===== src/rtl/damage_resolver.sv =====
// Responder for the core's damage handshake: sweeps every lane, trades hits between the
// front left and right units in unit RAM, then holds done until the core acks.
//
// state  | meaning
// IDLE   | waiting for start; kills from the last pass held
// RD_L   | address left unit of current lane
// RD_R   | address right unit; left word arrives and is latched
// WAIT_R | right word arrives; both new HP values computed from pre-hit stats
// WR_L   | write back left HP (skipped for an empty slot)
// WR_R   | write back right HP (skipped for an empty slot); advance lane or finish
// DONE   | done high until ack
module damage_resolver #(
   parameter int NUM_LANES = 4,
   parameter int LANE_W    = 2,
   parameter int HP_W      = 8,
   parameter int STAT_W    = 6,
   parameter int MIN_DMG   = 1
) (
   input  logic                       clk,
   input  logic                       reset,
   input  logic                       start,
   input  logic                       ack,
   output logic                       done,
   output logic                       busy,
   output logic [LANE_W:0]            mem_addr,
   output logic                       mem_we,
   output logic [HP_W+2*STAT_W-1:0]   mem_wdata,
   input  logic [HP_W+2*STAT_W-1:0]   mem_rdata,
   output logic [LANE_W:0]            kills_l,
   output logic [LANE_W:0]            kills_r
);

   localparam int WORD_W = HP_W + 2*STAT_W;
   localparam logic [LANE_W-1:0] LAST_LANE = LANE_W'(NUM_LANES - 1);
   localparam logic [LANE_W:0]   KILL_ONE  = (LANE_W+1)'(1);

   typedef enum logic [2:0] {
      IDLE, RD_L, RD_R, WAIT_R, WR_L, WR_R, DONE
   } state_t;

   state_t state, nextState;

   logic [LANE_W-1:0] lane;
   logic [WORD_W-1:0] lWord, rWord;
   logic [HP_W-1:0]   newL, newR;
   logic [STAT_W-1:0] dmgL, dmgR;

   function automatic logic [HP_W-1:0] hpOf(input logic [WORD_W-1:0] w);
      return w[WORD_W-1 -: HP_W];
   endfunction

   function automatic logic [STAT_W-1:0] atkOf(input logic [WORD_W-1:0] w);
      return w[2*STAT_W-1 -: STAT_W];
   endfunction

   function automatic logic [STAT_W-1:0] armOf(input logic [WORD_W-1:0] w);
      return w[STAT_W-1:0];
   endfunction

   // A dead attacker deals nothing; a live one always deals at least chip damage.
   function automatic logic [STAT_W-1:0] calcDmg(input logic [HP_W-1:0]   atkHp,
                                                 input logic [STAT_W-1:0] atk,
                                                 input logic [STAT_W-1:0] arm);
      if (atkHp == '0)
         return '0;
      else if (atk > arm)
         return atk - arm;
      else
         return STAT_W'(MIN_DMG);
   endfunction

   function automatic logic [HP_W-1:0] satSub(input logic [HP_W-1:0]   hp,
                                              input logic [STAT_W-1:0] dmg);
      logic [HP_W-1:0] d;
      d = HP_W'(dmg);
      return (hp > d) ? hp - d : '0;
   endfunction

   // Right word is taken straight off the RAM bus in WAIT_R.
   assign dmgR = calcDmg(hpOf(lWord), atkOf(lWord), armOf(mem_rdata));
   assign dmgL = calcDmg(hpOf(mem_rdata), atkOf(mem_rdata), armOf(lWord));

   always_ff @(posedge clk or posedge reset) begin
      if (reset)
         state <= IDLE;
      else
         state <= nextState;
   end

   always_comb begin
      nextState = state;
      case (state)
         IDLE:    if (start) nextState = RD_L;
         RD_L:    nextState = RD_R;
         RD_R:    nextState = WAIT_R;
         WAIT_R:  nextState = WR_L;
         WR_L:    nextState = WR_R;
         WR_R:    nextState = (lane == LAST_LANE) ? DONE : RD_L;
         DONE:    if (ack) nextState = IDLE;
         default: nextState = IDLE;
      endcase
   end

   always_ff @(posedge clk or posedge reset) begin
      if (reset) begin
         lane    <= '0;
         lWord   <= '0;
         rWord   <= '0;
         newL    <= '0;
         newR    <= '0;
         kills_l <= '0;
         kills_r <= '0;
      end else begin
         case (state)
            IDLE: begin
               if (start) begin
                  lane    <= '0;
                  kills_l <= '0;
                  kills_r <= '0;
               end
            end
            RD_R:   lWord <= mem_rdata;
            WAIT_R: begin
               rWord <= mem_rdata;
               newL  <= satSub(hpOf(lWord), dmgL);
               newR  <= satSub(hpOf(mem_rdata), dmgR);
            end
            WR_L: begin
               if (hpOf(lWord) != '0 && newL == '0)
                  kills_l <= kills_l + KILL_ONE;
            end
            WR_R: begin
               if (hpOf(rWord) != '0 && newR == '0)
                  kills_r <= kills_r + KILL_ONE;
               if (lane != LAST_LANE)
                  lane <= lane + LANE_W'(1);
            end
            default: ;
         endcase
      end
   end

   always_comb begin
      done      = (state == DONE);
      busy      = (state != IDLE) && (state != DONE);
      mem_addr  = '0;
      mem_we    = 1'b0;
      mem_wdata = '0;
      case (state)
         RD_L: mem_addr = {1'b0, lane};
         RD_R: mem_addr = {1'b1, lane};
         WR_L: begin
            mem_addr = {1'b0, lane};
            if (hpOf(lWord) != '0) begin
               mem_we    = 1'b1;
               mem_wdata = {newL, lWord[2*STAT_W-1:0]};
            end
         end
         WR_R: begin
            mem_addr = {1'b1, lane};
            if (hpOf(rWord) != '0) begin
               mem_we    = 1'b1;
               mem_wdata = {newR, rWord[2*STAT_W-1:0]};
            end
         end
         default: ;
      endcase
   end

endmodule

===== config.mk =====
export PLATFORM = sky130hd
export DESIGN_NAME = damage_resolver
export DESIGN_NICKNAME = d
export VERILOG_FILES = /design/src/rtl/damage_resolver.sv
export SDC_FILE = /design/constraint.sdc
export NUM_CORES = 1
export LEC_CHECK = 0
export ABC_AREA = 1
export CAP_MARGIN = 10
export CORE_ASPECT_RATIO = 0.6
export CORE_UTILIZATION = 45
export CTS_CLUSTER_DIAMETER = 60
export DETAILED_ROUTE_END_ITERATION = 7
export GPL_ROUTABILITY_DRIVEN = 0
export PLACE_DENSITY = 0.7
export SLEW_MARGIN = 10
export SYNTH_ARGS = -nofsm -noshare
export SYNTH_HDL_FRONTEND = slang
export SYNTH_SLANG_ARGS = --single-unit

===== constraint.sdc =====
create_clock -name clk -period 4.6 [get_ports clk]
set_clock_uncertainty 0.15 [all_clocks]
set_input_delay 0.92 -clock clk [delete_from_list [all_inputs] [get_ports clk]]
set_output_delay 0.92 -clock clk [all_outputs]
set_load 0.03 [all_outputs]

Word level (Yosys, flattened, before mapping)
Cells that the tools add are included.
{ "totals": {"ff_bits": 67, "input_bits": 24, "out_inout_bits": 32, "word_cells": 77} }
{ "classes": {"addsub": 7, "n_lt_le_gt_ge": 4, "n_eq_ne": 14, "muxes": 25, "n_reduce_logical": 19} }
{ "ops": {"columns": ["operator", "count"], "rows": [
  ["$mux 20", 2],
  ["$pmux 20 s2", 1],
  ["$logic_not 8->1", 4],
  ["$mux 6", 4],
  ["$pmux 3 s7", 1],
  ["$mux 3", 6],
  ["$pmux 3 s2", 3],
  ["$gt 8x6->1", 2],
  ["$mux 8", 2],
  ["$reduce_bool 8->1", 2],
  ["$sub 8x6->8", 2],
  ["$gt 6x6->1", 2],
  ["$ne 2x2->1 const B", 6],
  ["$sub 6x6->6", 2],
  ["$eq 3x3->1 const B", 3],
  ["$reduce_and 3->1", 3],
  ["$add 3x1->3 const B", 2],
  ["$eq 3x2->1 const B", 2],
  ["$mux 2", 2],
  ["$pmux 2 s2", 1],
  ["$reduce_bool 2->1", 2],
  ["$reduce_or 2->1", 2],
  ["$eq 3x1->1 const B", 1],
  ["$logic_and 1x1->1", 3],
  ["other kinds (8)", 9]
]} }

Logic depth before layout (Yosys ltp)
{ "depth": {"depth_word": 5, "depth_mapped": 20, "mapped_depth_nobuf": 20} }

Worst setup path after synthesis
Ideal clock, no wire load.
{ "synth_path": {"path_type": "input to register", "startpoint": "input mem_rdata[6]", "endpoint": "register newL[1]", "setup_time_ns": 0.117, "arrival_ns": 3.011, "t_required_ns": 4.333, "slack_ns": 1.322, "stages": 20, "path_buffers": 0, "cell_sequence": "inv_1 -> ha_1 -> inv_1 -> fa_1 -> nand3_1 -> nand3_1 -> nand3_1 -> nand2_1 -> inv_1 -> ha_1 -> inv_1 -> fa_1 -> nand3_1 -> nand2_1 -> nand2_1 -> nand2_1 -> nand3_1 -> inv_1 -> nand2_1 -> nand2_1"} }
{ "synth_via": {"elab_chain_cells": 5, "word_cells_on_any_way": 7, "classes_between": "add/sub (2); order compare (2); mux (3)"} }
{ "synth_lines": {"columns": ["item", "line", "rtl"], "rows": [
  ["start: declaration", "28", "input logic [HP_W+2*STAT_W-1:0] mem_rdata,"],
  ["$sub 6x6->6 / $gt 6x6->1 (equally long branches)", "67, 66", null],
  ["$mux 6 (*)", "66", "else if (atk > arm)"],
  ["$mux 6 (*)", "64", "if (atkHp == '0)"],
  ["$sub 8x6->8 / $gt 8x6->1 (equally long branches)", "76", "return (hp > d) ? hp - d : '0;"],
  ["$mux 8 (*)", "76", null],
  ["end signal: assignment", "125", "newL <= satSub(hpOf(lWord), dmgL);"],
  ["end: declaration", "45", "logic [HP_W-1:0] newL, newR;"]
]} }
Every way passes the cells marked *; elsewhere a longest branch is shown, timed or not.
A chain may end at the register's enable or synchronous reset.

Worst setup path after layout
{ "layout_path": {"startpoint": "register state[1]", "endpoint": "output mem_wdata[11]"} }
{ "layout_via": {"elab_chain_cells": 2, "word_cells_on_any_way": 3, "classes_between": "eq/ne (2); mux (1)"} }
{ "layout_lines": {"columns": ["item", "line", "rtl"], "rows": [
  ["start: declaration", "41", "state_t state, nextState;"],
  ["start signal: assignment", "87", "state <= nextState;"],
  ["$eq 3x3->1", "149", "case (state)"],
  ["$pmux 20 s2 (*)", "149", null],
  ["end: declaration", "27", "output logic [HP_W+2*STAT_W-1:0] mem_wdata,"]
]} }
Marks and branches as above.

==> summary.md <==
| Metric | Value |
|---|---|
| Status | `finished, final reports clean` |
| Post-DR vias/cell | `approximately 5.2` |
| Slew Limit Headroom | `0.486` |
| Hold depth | `2` |
| CTS Buffer Depth | `2` |
| FF-to-FF path depth | `20` |
| Total congestion overflow | `0` |
| Input/output buffers | `55` |
| Io pins | `56` |
| Multi-input gate area | `0.00232 mm^2` |
| Final hold violations | `0` |
| Initial antenna violation count | `0` |
| Synth unique cells | `34` |
| Share of layout cells above drive strength 1 | `0.0678` |
| Post-CTS setup buffers | `0` |
| Required @ worst endpoint | `around 3500 ps` |
| Pwr dens | `775 mW/mm^2` |
| Ant. Diodes | `0` |
| Clk sinks | `67` |
| DP HPWL | `9300 um` |
| Final period utilization | `0.879` |
| Vias in the first global route | `3879` |
| CTS-repair resized insts | `0` |
| RSZ-0062 raised after global routing | `false` |
| Post-Syn Instances | `~600` |
| Final Total Pwr | `around 0.0042 W` |
| Placed Instance Area | `between 0.005 and 0.006 mm^2` |
| Most common cell after layout, fill and taps aside | `nand2_1` |
| Endpoint class of the critical path | `output port` |
| CTS Root Cell | `clkbuf_16` |
| # setup viols final | `0` |
| Most frequent cells in the layout | `nand2_1, inv_1, dfrtp_1, o21ai_0, clkdlybuf4s50_1` |
| Largest net degree at the start of global routing | `46` |
| Area growth, synth to finish | `22.0%` |
| CTS tree | `yes` |
| Vias | `4149` |
| Clock transition at path regs | `approximately 60 ps` |
| Die Footprint | `about 0.010 mm^2` |
| Flops & latches, synth | `67` |
| Iter 0 DRT Violations | `~400` |
| Slew Viols, Final | `0` |
| Post-Syn Area per Cell | `7.34 um^2` |
| Total GRT Usage | `0.257` |
| CTS Hold Bufs | `0` |
| Post-Route Utilization | `0.575` |
| NumNets Final | `between 700 and 800` |
| Die extent in y | `78.7 um` |
| Crit Path Max Fanout | `18` |
| Startpoint types | `flip-flop` |
| Fin area | `between 0.005 and 0.006 mm^2` |
| Min-delay src | `rWord[0]` |
| Initial Util | `0.472` |
| Critical Path Source | `state[1]` |
| First-pass GRT wire length | `slightly below 20000 um` |
| Die width | `roughly 130 um` |
| Worst Tran Pin Value | `a little under 800 ps` |
| CP Cell Sequence | `or2_1 > nor2_2 > nand2_1 > buf_4 > o22ai_2 > clkdlybuf4s50_1` |
| IR drop worst, VDD | `0.000271 V` |
| Period minus WS final | `4040 ps` |
| Crit path arrival time | `2970 ps` |
| Max frequency | `247 MHz` |
| DRC violations left | `0` |
| Critical setup path kind | `flip-flop to output port` |
| Setup tns final | `0 ps` |
| Seq/Total Area, Yosys | `0.380` |
| Max stage delay cell, worst path | `clkdlybuf4s50_1` |
| Worst R2R Start | `lWord[6]` |
| Core area | `0.00936 mm^2` |
| Yosys warning count | `0` |
| Row cnt | `27` |
| Fill cells | `885` |
| WL final | `12000 um` |
| Syn_nets | `658` |
| Post-Syn Area | `0.00441 mm^2` |
| Slowest Stage Delay on Critical Path | `700 ps` |
| Drt first pass iters | `5` |
| Clk Latency, worst-skew pair | `340 ps` |
| H-tree levels | `3` |
| Register Area | `0.00168 mm^2` |
| Hold Crit Class | `flip-flop to flip-flop` |
| MaxCap Viol Count | `0` |
| Wirelength per Cell | `15.1 um` |
| Num CTS Buffers | `9` |
| Post-route ant nets | `0` |
| Leakage | `2.72 nW` |
[final timing paths]
path / endpoint / slack (ps)
worst max-delay path: mem_wdata[11] / 560
worst min-delay path: rWord[0] / 330
worst max register to register: newR[4] / 1480
worst min register to register: rWord[0] / 330
max in group asynchronous: lWord[18] / 2540
min in group asynchronous: newL[4] / 780
[synthesized netlist by cell type]
cell | number | area [um^2]
o21a_1 | 1 | 7.51
dfrtp_1 | 67 | 1680
o21ai_1 | 2 | 10.0
clkbuf_1 | 8 | 30.0
and2_1 | 2 | 12.5
nor3_4 | 1 | 16.3
o21bai_1 | 1 | 7.51
nand3b_1 | 1 | 7.51
nand2_2 | 1 | 6.26
and3_1 | 1 | 6.26
xor2_1 | 8 | 70.1
nand2_1 | 180 | 676
nand3_1 | 48 | 240
o22ai_2 | 9 | 113
o21ai_0 | 57 | 285
nor3_1 | 2 | 10.0
ha_1 | 29 | 363
inv_1 | 90 | 338
nor3b_1 | 1 | 7.51
o31ai_1 | 2 | 15.0
a31oi_1 | 1 | 6.26
o2111ai_1 | 1 | 8.76
nor2_1 | 33 | 124
nor2_2 | 2 | 12.5
xnor2_1 | 4 | 35.0
o22ai_1 | 1 | 6.26
a21oi_1 | 15 | 75.1
buf_2 | 6 | 30.0
buf_4 | 1 | 7.51
or2_1 | 1 | 6.26
inv_2 | 3 | 11.3
fa_1 | 4 | 80.1
or2_2 | 6 | 37.5
nand4_1 | 12 | 75.1
[logic make-up (layout without fill, tap and decap cells)]
logic type / count (synthesis) / in the layout / synth area share
AND/OR/NAND/NOR: 291 / 291 / 0.280
buffers and inverters: 108 / 171 / 0.0944
AO/OA/AOI/OAI: 90 / 90 / 0.121
flip-flops: 67 / 67 / 0.380
adder cells (fa/ha/maj): 33 / 33 / 0.100
XOR/XNOR: 12 / 12 / 0.0238
[layout make-up]
| class | count | area share |
|---|---|---|
| clock inverters | 6 | 0.00790 |
| flip-flops and latches | 67 | 0.311 |
| inverters | 93 | 0.0649 |
| clock buffers | 10 | 0.0425 |
| multi-input cells | 426 | 0.431 |
| repair buffers | 62 | 0.112 |
| well taps | 130 | 0.0302 |
[critical path: cells and delay by family (launching register included)]
kind                   cells  cell delay (ps)
AO/OA/AOI/OAI              1              120
flip-flops                 1              450
AND/OR/NAND/NOR            3             1000
buffers and inverters      2             1060
[stage by stage]
| step | hold slack [ps] | cells | setup WS (ps) |
|---|---|---|---|
| after floorplan | 293 | 601 | 1320 |
| after global placement | 310 | 778 | 640 |
| after detailed placement | 312 | 778 | 513 |
| after CTS | 325 | 794 | 569 |
| after global routing | 365 | 794 | 416 |
| final | 330 | 794 | 555 |
[layer usage]
metal	vias to the layer above	track usage	wire [um]
met3	14	0.0499	880
met1	1938	0.381	5960
li1	2039	-	-
met5	-	0	0
met2	158	0.381	4990
met4	0	0.0628	140
[report_power, final]
group          switching [W]  internal (W)
registers           0.000187      0.000864
logic                0.00158      0.000908
clock network       0.000268      0.000364
[registers in the layout (all words and copies together), names as in the netlist]
register / cells
newL: 8
rWord: 20
state: 3
lane: 2
kills_l: 3
newR: 8
lWord: 20
kills_r: 3
Note: power is estimated with default switching activity, not from simulation.
